<file path="src/rtl/vga_timing.sv">
// VGA raster timing generator: free-running pixel/line counters decoded into registered
// coordinate, visible-area, sync, frame-boundary and frame-count outputs.
module vga_timing #(
    parameter int H_ACTIVE = 640,
    parameter int H_FP     = 16,
    parameter int H_SYNC   = 96,
    parameter int H_BP     = 48,
    parameter int V_ACTIVE = 480,
    parameter int V_FP     = 10,
    parameter int V_SYNC   = 2,
    parameter int V_BP     = 33
) (
    input  logic       clk,
    input  logic       rst_n,
    output logic [9:0] col,
    output logic [9:0] row,
    output logic       valid,
    output logic       hsync,
    output logic       vsync,
    output logic       screen_reset,
    output logic [7:0] frame_cnt
);

    localparam int H_TOTAL = H_ACTIVE + H_FP + H_SYNC + H_BP;
    localparam int V_TOTAL = V_ACTIVE + V_FP + V_SYNC + V_BP;

    localparam logic [9:0] H_VIS      = 10'(H_ACTIVE);
    localparam logic [9:0] H_LAST     = 10'(H_TOTAL - 1);
    localparam logic [9:0] HS_START   = 10'(H_ACTIVE + H_FP);
    localparam logic [9:0] HS_END     = 10'(H_ACTIVE + H_FP + H_SYNC);
    localparam logic [9:0] V_VIS      = 10'(V_ACTIVE);
    localparam logic [9:0] V_LAST     = 10'(V_TOTAL - 1);
    localparam logic [9:0] VS_START   = 10'(V_ACTIVE + V_FP);
    localparam logic [9:0] VS_END     = 10'(V_ACTIVE + V_FP + V_SYNC);

    logic [9:0] h_cnt;
    logic [9:0] v_cnt;
    logic [9:0] h_next;
    logic [9:0] v_next;
    logic       h_wrap;
    logic       vis_d;
    logic       hsync_d;
    logic       vsync_d;
    logic       pulse_d;

    // Next-count logic: the line counter only moves on the cycle the pixel counter wraps.
    always_comb begin
        h_wrap = (h_cnt == H_LAST);
        h_next = h_wrap ? 10'd0 : h_cnt + 10'd1;
        v_next = v_cnt;
        if (h_wrap) begin
            v_next = (v_cnt == V_LAST) ? 10'd0 : v_cnt + 10'd1;
        end
    end

    // Decode from the current counters; the registers below line everything up one cycle later.
    always_comb begin
        vis_d   = (h_cnt < H_VIS) && (v_cnt < V_VIS);
        hsync_d = !((h_cnt >= HS_START) && (h_cnt < HS_END));
        vsync_d = !((v_cnt >= VS_START) && (v_cnt < VS_END));
        pulse_d = (h_cnt == 10'd0) && (v_cnt == V_VIS);
    end

    always_ff @(posedge clk) begin
        if (!rst_n) begin
            h_cnt        <= 10'd0;
            v_cnt        <= 10'd0;
            col          <= 10'd0;
            row          <= 10'd0;
            valid        <= 1'b0;
            hsync        <= 1'b1;
            vsync        <= 1'b1;
            screen_reset <= 1'b0;
            frame_cnt    <= 8'd0;
        end else begin
            h_cnt        <= h_next;
            v_cnt        <= v_next;
            col          <= h_cnt;
            row          <= v_cnt;
            valid        <= vis_d;
            hsync        <= hsync_d;
            vsync        <= vsync_d;
            screen_reset <= pulse_d;
            // Counted on the same edge the pulse is raised, so both read consistently.
            if (pulse_d) begin
                frame_cnt <= frame_cnt + 8'd1;
            end
        end
    end

endmodule
</file>
<file path="config.mk">
export PLATFORM = sky130hd
export DESIGN_NAME = vga_timing
export DESIGN_NICKNAME = d
export VERILOG_FILES = /design/src/rtl/vga_timing.sv
export SDC_FILE = /design/constraint.sdc
export NUM_CORES = 1
export LEC_CHECK = 0
export BUFFER_PORTS_ARGS = -buffer_cell sky130_fd_sc_hd__buf_2
export CAP_MARGIN = 20
export CELL_PAD_IN_SITES_DETAIL_PLACEMENT = 0
export CELL_PAD_IN_SITES_GLOBAL_PLACEMENT = 1
export CORE_MARGIN = 2
export CORE_UTILIZATION = 42
export DETAILED_ROUTE_END_ITERATION = 8
export GPL_ROUTABILITY_DRIVEN = 0
export PLACE_DENSITY = 0.8
export SETUP_SLACK_MARGIN = 0.5
export SYNTH_ARGS = -nofsm -noshare
export SYNTH_HDL_FRONTEND = slang
export SYNTH_SLANG_ARGS = --single-unit
</file>
<file path="constraint.sdc">
create_clock -name clk -period 2.43 [get_ports clk]
set_clock_uncertainty 0.05 [all_clocks]
set_input_delay 0.486 -clock clk [delete_from_list [all_inputs] [get_ports clk]]
set_output_delay 0.486 -clock clk [all_outputs]
set_load 0.05 [all_outputs]
</file>
After elaboration in Yosys (flattened, before gate mapping)
Index checks and enable logic that the tools add are counted.
- $add $sub $neg: 3
- order comparisons: 6
- equality and inequality tests: 3
- muxes and demuxes: 1
- bitwise gates (word level): 1
- reduce and logical (&&, ||, !) cells: 8
- operators with widths (cell ; count):
    10-bit by 1-bit adder with 10-bit output (second input constant) ; 2
    10-bit == test (second input constant) ; 2
    10-bit < comparator (second input constant) ; 2
    10-bit by 9-bit < comparator with 1-bit output (second input constant) ; 2
    10-bit by 9-bit == test with 1-bit output (second input constant) ; 1
    10-bit greater-or-equal comparator (second input constant) ; 1
    10-bit by 9-bit greater-or-equal comparator with 1-bit output (second input constant) ; 1
    10-bit logical NOT ; 1
    10-bit 2-to-1 mux ; 1
    8-bit by 1-bit adder with 8-bit output (second input constant) ; 1
    1-bit logical AND ; 4
    1-bit logical NOT ; 2
    2-bit OR reduction ; 1
    1-bit NOT ; 1
- flip-flop bits (word level): 52

Longest topological paths before layout
- depth in word-level cells: 3
- mapped depth: 7
- depth with buffers taken out: 6

Least setup slack after synthesis
Ideal clock, no wire load.
- path kind: register to register
- start point: register frame_cnt[1]
- end point: register frame_cnt[6]
- arrival: 1707 ps
- data required time: 2310 ps
- setup slack: 604 ps
- stages on the path, launching flop included: 5
- path buffers: 0
- period minus slack after synthesis: 1826 ps
- path through: dfxtp_1 ha_1 nand4_1 or4_1 a21oi_1
- longest elaborated chain between the ends: 1
- RTL lines (element ; line ; text):
    start, declared ; 21 ; output logic [7:0] frame_cnt
    start signal, assigned ; 86 ; frame_cnt <= frame_cnt + 8'd1;
    8-bit by 1-bit adder with 8-bit output ; 86 ;
Every way passes these cells.
A chain may end at the register's enable or synchronous reset.

Final worst setup path
- start point: register h_cnt[0]
- end point: register v_cnt[7]
- longest elaborated chain between the ends: 1
- RTL lines (element ; line ; text):
    start, declared ; 36 ; logic [9:0] h_cnt;
    start signal, assigned ; 76 ; h_cnt <= h_next;
    10-bit == test ; 48 ; h_wrap = (h_cnt == H_LAST);
    end signal, assigned ; 77 ; v_cnt <= v_next;
    end, declared ; 37 ; logic [9:0] v_cnt;
Every way passes these cells.

==> results.md <==
* Status: completed
* EDFF count, synth at 0
* CTS H-tree depth at 2
* Flop2flop setup slack at about 0.55 ns
* Final hold violations at 0
* Synthesized area at roughly 2100 sq um
* Routed wire per std cell at 13.9 um
* Cells after Synth at 219
* Post-DP HPWL at 3140 um
* Worst setup margin at 0.553 ns
* Final nets at 273
* Setup tns final at 0 ns
* DR iter-0 viols at 99
* First-pass GRT wire length at 7500 um
* Path depth of the worst reg2reg path at 5
* Most used DFF post-synth: dfxtp_1
* Setup Crit Path Kind: reg2reg
* Tightest Pin Transition at around 0.64 ns
* Clock Sinks at 52
* Drc violations at 0
* Count leader, synth: dfxtp_1
* Total GRT Usage at between 10% and 20%
* Hold path endpoint: h_cnt[0]
* CTS tree: yes
* Pre-CTS setup slack at 0.358 ns
* Register clock-pin slew on the reported worst setup and hold paths at roughly 0.09 ns
* First drt pass iteration count at 4
* Post-cts hold buffer count at 0
* Full die area at about 5600 sq um
* WL final at about 4600 um
* Synth Register Bits at 52
* IO Count at 34
* Synth async-reset ratio at 0%
* CP max FO at 5
* WP data arrival at 1.99 ns
* Fillers at between 400 and 500
* RSZ-0062 raised after global routing: yes
* Final ANT Viol Nets at 0
* Worst setup EP type: register
* Layout cell share with drive strength beyond 1 at 33.0%
* Yosys warning count at 0
* Hold Path Depth at 1
* Area delta synth->final at 24.9%
* Max-slew violations at 0
* Fmax at 533 MHz
* Initial Utilization at 44.2%
* Vias in the first global route at roughly 1500
* Initial antenna violation count at 0
* Final setup fails at 0
* Core Region at 4820 sq um
* Row cnt at 25
* CP required at 2.54 ns
* Yosys top cell by area: dfxtp_1
* Die Ht at 75.2 um
* Total grt overflow at 0
* Worst vdd rail ir drop at 0.439 mV
* Synth unique cells at 40
* RR Startpoint: h_cnt[0]
* Pwr Density at 648 nW/um^2
* Clk buf depth at 2
* CTS buffer count at 5
* Clk_lat worst skew at 0.30 ns
* Antenna cells at 0
* Worst Hold Launch: h_cnt[0]
* Minimum clock period at 1.88 ns
* Top cell types by occurrence after synthesis: dfxtp_1 (52), nor2_1 (23), and2_1 (15)
* Via density at a little over 5
* Synth Area per Inst at 9.71 sq um
* I/O Buffers at 33
* Register area share after synthesis at 48.9%
* Post-synth top area share at between 40% and 50%
* Mapped Nets at between 200 and 250
* Die width at 75.2 um
* Lkg Pwr at 1.09 nW
* Max Cap Violations at 0
* Synth area leaders: dfxtp_1 (49%), and2_1 (4.4%), nor2_1 (4.1%)
* Total number of vias at 1702
* Final Cycle Share at slightly below 80%
* Crit start category: register
* Rel. slew slack at a little under three fifths
* Root Driver: clkbuf_8
* Worst hold path class: reg2reg
* Largest net degree at the start of global routing at 21
* Worst R2R End: v_cnt[7]
timing repair:
action / 4_1_cts / 5_1_grt
pin swaps: 1 / 6
buffers inserted: 5 / 6
setup endpoints to repair: 7 / 22
resized for setup: 1 / 29
cell usage in the layout (no fill, tap or decap), types with 4 or more instances in the layout:
master	instances
dfxtp_1	44
dfxtp_2	4
buf_4	17
nand4_1	12
nor3_1	4
xor2_1	8
ha_1	4
clkbuf_8	5
a21oi_1	7
nand3_1	8
nand2_1	8
xnor2_1	4
or4_4	4
dfxtp_4	4
o31ai_1	7
or4_1	4
nor2_1	23
buf_2	33
inv_1	5
and2_1	15
kinds of logic after synthesis:
group                    after synthesis  synth area share, %
AO/OA/AOI/OAI                         25                 7.24
AND/OR/NAND/NOR                      104                 29.8
buffers and inverters                 20                 5.65
multiplexers                           1                0.529
flip-flops                            52                 48.9
adder cells (fa/ha/maj)                5                 2.94
XOR/XNOR                              12                 4.94
layout make-up:
class | count | area (sq um) | area share, %
Timing Repair Buffer | 51 | 304 | 11.4
Inverter | 9 | 36.3 | 1.37
Clock buffer | 5 | 68.8 | 2.59
Tap cell | 67 | 83.8 | 3.16
Clock inverter | 3 | 90.1 | 3.39
Sequential cell | 52 | 1060 | 39.9
Multi-Input combinational cell | 147 | 1010 | 38.1
layer usage:
metal / wire, um / up-vias / track usage (%)
li1: - / 871 / -
met1: 2200 / 784 / 24.9
met2: 2170 / 40 / 26.0
met3: 202 / 7 / 3.61
met4: 65 / 0 / 5.85
met5: 0 / - / 0
state kept, by name, indices dropped and copies added, names as in the netlist, 8 cells and up:
| register | cells |
|---|---|
| h_cnt | 10 |
| col | 10 |
| v_cnt | 10 |
| row | 10 |
| frame_cnt | 8 |
critical path, stage by stage (launching register included):
cell and delay (ns):
dfxtp_2 0.37, ha_1 0.24, nand4_1 0.14, nor4_1 0.62, and4_1 0.28, nor4_1 0.05
stage by stage:
step	hold WS [ns]	utilization [%]	cell area (sq um)	cells	power [mW]
CTS	0.430	52.7	2540	328	1.73
global placement	0.394	48.6	2340	315	0.943
floorplan	0.368	-	2130	219	0.931
finish	0.403	55.1	2660	334	1.72
global route	0.427	55.1	2660	334	1.77
detailed placement	0.406	48.6	2340	315	0.944
worst max path at each step:
stage,start,cells past startpoint,end
finish,h_cnt[0],5,v_cnt[7]
global route,h_cnt[0],5,v_cnt[8]
CTS,v_cnt[0],7,frame_cnt[7]
detailed placement,v_cnt[0],6,frame_cnt[5]
global placement,v_cnt[0],6,frame_cnt[5]
floorplan,frame_cnt[1],4,frame_cnt[6]
power breakdown:
part | internal [mW] | switching (mW)
logic | 0.0216 | 0.0413
registers | 0.855 | 0.00687
clock network | 0.515 | 0.282
No activity file was read; power rests on OpenSTA's default activity.
